File: src/rtl/hex_display_ctrl.sv
// Paged nibble feeder for the HEX 7-segment decoders: captures a 32-bit value, pages it by button or timer.
// Optional leading-zero blanking is built when HEX_DISPLAY_LEADING_ZERO_BLANK_EN is defined.
module hex_display_ctrl #(
  parameter int NUM_DIGITS  = 4,
  parameter int AUTO_PERIOD = 50000000
) (
  input  logic                      clock,
  input  logic                      clear,
  input  logic [31:0]               data_in,
  input  logic                      load,
  input  logic                      page_btn,
  input  logic                      auto_en,
  output logic [4*NUM_DIGITS-1:0]   digit_nibbles,
  output logic [NUM_DIGITS-1:0]     digit_blank,
  output logic [2:0]                page_idx
);

  localparam int NUM_PAGES = 8 / NUM_DIGITS;
  localparam int LOG_D     = $clog2(NUM_DIGITS);
  localparam int CNT_W     = $clog2(AUTO_PERIOD);
  localparam logic [2:0]       LAST_PAGE = 3'(NUM_PAGES - 1);
  localparam logic [CNT_W-1:0] LAST_CNT  = CNT_W'(AUTO_PERIOD - 1);

  logic [31:0]      value_q, value_d;
  logic [2:0]       page_q, page_d;
  logic             btn_s1_q, btn_s2_q, btn_prev_q;
  logic [CNT_W-1:0] auto_cnt_q, auto_cnt_d;
  logic             rise, tick;
  logic [4:0]       shift_bits;

  always_comb begin
    rise       = btn_s2_q & ~btn_prev_q;
    tick       = auto_en & (auto_cnt_q == LAST_CNT);
    value_d    = load ? data_in : value_q;
    // Disabling the timer parks the counter so re-enabling waits a full period.
    auto_cnt_d = (!auto_en || tick) ? '0 : auto_cnt_q + 1'b1;
    page_d     = page_q;
    if (rise | tick) begin
      page_d = (page_q == LAST_PAGE) ? 3'd0 : page_q + 3'd1;
    end
  end

  always_ff @(posedge clock) begin
    if (clear) begin
      value_q    <= '0;
      page_q     <= '0;
      btn_s1_q   <= 1'b0;
      btn_s2_q   <= 1'b0;
      btn_prev_q <= 1'b0;
      auto_cnt_q <= '0;
    end else begin
      value_q    <= value_d;
      page_q     <= page_d;
      btn_s1_q   <= page_btn;
      btn_s2_q   <= btn_s1_q;
      btn_prev_q <= btn_s2_q;
      auto_cnt_q <= auto_cnt_d;
    end
  end

  // Bit offset of the current page inside value_q: page * NUM_DIGITS * 4.
  assign shift_bits    = 5'(page_q) << (LOG_D + 2);
  assign digit_nibbles = (4*NUM_DIGITS)'(value_q >> shift_bits);
  assign page_idx      = page_q;

`ifdef HEX_DISPLAY_LEADING_ZERO_BLANK_EN
  logic [2:0] msn;
  logic [3:0] page_base;

  always_comb begin
    msn = '0;
    for (int k = 0; k < 8; k++) begin
      if (value_q[4*k +: 4] != 4'd0) msn = 3'(k);
    end
  end

  assign page_base = 4'(page_q) << LOG_D;

  genvar gi;
  generate
    for (gi = 0; gi < NUM_DIGITS; gi++) begin : g_blank
      assign digit_blank[gi] = (page_base + 4'(gi)) > {1'b0, msn};
    end
  endgenerate
`else
  assign digit_blank = '0;
`endif

endmodule

File: config.mk
export PLATFORM = sky130hd
export DESIGN_NAME = hex_display_ctrl
export DESIGN_NICKNAME = d
export VERILOG_FILES = /design/src/rtl/hex_display_ctrl.sv
export SDC_FILE = /design/constraint.sdc
export NUM_CORES = 1
export LEC_CHECK = 0
export ABC_CLOCK_PERIOD_IN_PS = 2400
export BUFFER_PORTS_ARGS = -buffer_cell sky130_fd_sc_hd__buf_2
export CAP_MARGIN = 25
export CORE_UTILIZATION = 53
export CTS_CLUSTER_SIZE = 24
export DETAILED_ROUTE_END_ITERATION = 16
export GPL_TIMING_DRIVEN = 0
export PLACE_DENSITY = 0.8
export SLEW_MARGIN = 10
export SYNTH_ARGS = -nofsm -noshare
export SYNTH_HDL_FRONTEND = slang
export SYNTH_SLANG_ARGS = --single-unit
File: constraint.sdc
create_clock -name clock -period 2.4 [get_ports clock]
set_input_delay 0.48 -clock clock [delete_from_list [all_inputs] [get_ports clock]]
set_output_delay 0.48 -clock clock [all_outputs]
set_load 0.05 [all_outputs]
==> reports/metrics.csv <==
stage,metric,value,unit
run_status,status,completed,
job,number of max-cap violations,0,
global_route,initial antenna violation count,0,
global_route,largest net degree at the start of global routing,12,
timing,minimum clock period,2.26,ns
place,dpl hpwl,3.79,mm
drt,1st-iter DRT viols,56,
cts,Post-CTS Setup Bufs,0,
worst_setup_path,CP Capture Type,primary output,
die,CORE AREA,4820,µm²
global_route,global-route wire length before repair,8.55,mm
logic_synthesis,Syn Inst Count,278,
cts,CTS Sinks,64,
worst_setup_path,r2r setup slk,0.40,ns
logic_synthesis,register area share after synthesis,47.1,%
timing,RSZ-0062 raised after global routing,no,
timing,Slew @ Worst Pin,0.769,ns
die,# rows,25,
cells_and_area,P&R area growth vs syn,21.8,%
timing,Layout Skew,0.00757,ns
power,VDD IR max,507,µV
logic_synthesis,Yosys top cell area share,47.1,%
power,Cell Int Power,1.81,mW
worst_setup_path,reg-to-reg endpoint,auto_cnt_q[8],
place,global placement routability congestion,0.735,
power,Sw Pwr,0.599,mW
worst_hold_path,Worst Hold Path EP,btn_s1_q,
cts,CTS tree,built,
timing,slew margin rel.,48.7,%
logic_synthesis,Unique masters post-synth,32,
worst_setup_path,worst-path fanout max,10,
logic_synthesis,syn avg cell area,9.78,µm²
cts,CTS root buf,clkbuf_8,
global_route,gr usage total,21.2,%
timing,part of the cycle the worst path needs,94.1,%
cts,hold-fix buffers at CTS,0,
drt,via count,2060,
logic_synthesis,YS warnings,0,
worst_hold_path,Hold Startpoint,page_btn,
worst_setup_path,Critical R2R Launch,auto_cnt_q[0],
global_route,GRT overflow,0,
drt,DRC viols,0,
timing,Final setup viols,0,
die,die height,73.6,µm
power,Power Dens Cells,728,nW/µm²
power,"Power, Total",2.41,mW
timing,Final Max Tran Viols,0,
cells_and_area,Util after Layout,68.7,%
cells_and_area,Ant. Diodes,0,
timing,Fin Setup TNS,0,ns
cts,clock latency at the later pin of the worst-skew pair,0.34,ns
place,# port buffers,54,
logic_synthesis,synth top area cells,"dfxtp_1, mux2i_1, nor2_1",
die,Initial Util,56.4,%
worst_setup_path,Worst Setup Path Type,reg -> out,
power,Leak Pwr,1.47,nW
drt,drt pass-1 iters,4,
logic_synthesis,synthesized area,2720,µm²
logic_synthesis,cell taking the most area after synthesis,dfxtp_1,
worst_setup_path,R2R cell count,8,
worst_setup_path,CP arrival,1.78,ns
cells_and_area,fin cells,419,
die,Die Area,5420,µm²
drt,"antenna viol nets, final",0,
worst_setup_path,CP Launch Type,flip-flop,
drt,Routed WL,5.19,mm
worst_hold_path,Hold Path Stages,2,
worst_setup_path,CP required,1.92,ns
cts,clock buffer depth,2,
drt,Vias/cell,4.92,
worst_hold_path,HP Class,in -> reg,
logic_synthesis,Yosys reg bits,64,
timing,Hold Fails Final Rpt,0,
global_route,vias in the first global route,1981,
cells_and_area,"commonest cells after routing, fill and taps aside","dfxtp_1, nor2_1, buf_2",
cells_and_area,share of cells above drive strength 1,28.4,%
power,Gate power share,11.4,%
drt,routed len/inst,12.4,µm
cts,CTS buffer count,9,
die,Die W,73.6,µm
power,Clk network pwr share,42.3,%
die,I/O Pins,60,
place,total placed cells including tap cells,402,
power,sequential power share,46.4,%
cells_and_area,"most common cell after layout, fill and taps aside",dfxtp_1,
power,switching share of total power,24.9,%
timing,Max Fclk,443,MHz
cts,H-tree Lvls,3,
cts,clock slew at reported path FFs,0.07,ns
cells_and_area,Final nets,385,
==> final cells by class <==
cell class                 count  area (µm²)
sequential                    64        1280
fill                         399        1510
multi-input combinational    196        1350
tap                           67        83.8
clock inverter                 5        80.1
buffer                        17        83.8
inverter                       4        15.0
clock buffer                  11         141
timing repair buffer          55         275
==> through the flow <==
stage | setup WS [ns] | hold WS, ns | instance area, µm²
detailed placement | 0.321 | 0.433 | 3080
CTS | 0.0616 | 0.334 | 3300
floorplan | 0.385 | 0.414 | 2730
global placement | 0.350 | 0.423 | 3080
global route | 0.0234 | 0.333 | 3310
finish | 0.142 | 0.348 | 3310
==> synthesized netlist by cell type <==
library cell and n:
conb_1 1, nand2_1 10, nor4_1 3, inv_1 4
nor4_2 1, or3_4 1, dfxtp_1 64, nand3_1 12
xor2_1 18, or3_1 1, clkbuf_1 7, nor2b_1 3
nand4_1 6, mux2i_1 32, o41ai_4 1, and3_1 1
ha_1 1, a21oi_1 2, buf_4 4, buf_2 3
nor4b_1 1, buf_1 3, nand4b_1 1, and4_1 4
nand4_4 1, and2_1 1, nor2_1 63, a31o_2 2
xnor2_1 7, nand2b_1 2, mux2_2 16, nor3_1 2
==> critical path, cell delays in order (launching register included) <==
cell	delay, ns
dfxtp_1	0.38
clkbuf_1	0.45
mux2_2	0.40
buf_2	0.21
==> worst max path at each step <==
stage          cells after the start           endpoint          start
2_1_floorplan                      2  digit_nibbles[10]    page_idx[0]
3_3_place_gp                       6     auto_cnt_q[16]  auto_cnt_q[0]
3_5_place_dp                       6     auto_cnt_q[22]  auto_cnt_q[0]
4_1_cts                            3  digit_nibbles[11]    page_idx[0]
5_1_grt                            3   digit_nibbles[7]    page_idx[0]
6_report                           3   digit_nibbles[6]    page_idx[0]
==> routing by layer <==
layer / vias to the layer above / part of all wire [%] / GRT usage (%)
li1: 1063 / - / -
met1: 939 / 45 / 25.3
met2: 54 / 48 / 33.5
met3: 4 / 6.0 / 9.88
met4: 0 / 0.73 / 7.48
met5: - / 0 / 0
==> flip-flops by register name (all words and copies together), names as in the netlist <==
signal / count
btn_s1_q: 1
auto_cnt_q: 26
btn_s2_q: 1
value_q: 32
page_idx: 3
btn_prev_q: 1
==> kinds of logic after synthesis <==
kind of cell / count (synthesis) / share of synthesized area [%]
AO/OA/AOI/OAI: 5 / 2.03
XOR/XNOR: 25 / 8.06
adder cells (fa/ha/maj): 1 / 0.460
buffers and inverters: 21 / 3.59
flip-flops: 64 / 47.1
multiplexers: 48 / 18.4
other: 1 / 0.138
AND/OR/NAND/NOR: 113 / 20.2
==> power groups by stage <==
stage / combinational, mW / clock, mW / sequential, mW
floorplan: 0.203 / 0 / 1.14
global placement: 0.270 / 0 / 1.14
detailed placement: 0.276 / 0 / 1.14
CTS: 0.276 / 1.04 / 1.12
global route: 0.293 / 1.09 / 1.12
finish: 0.274 / 1.02 / 1.12
==> timing repair <==
item | CTS | global route
setup endpoints to repair | 0 | 4
endpoints found under the hold margin | 0 | 0
resized for setup | 0 | 2
Power figures use the tool's default switching activity.
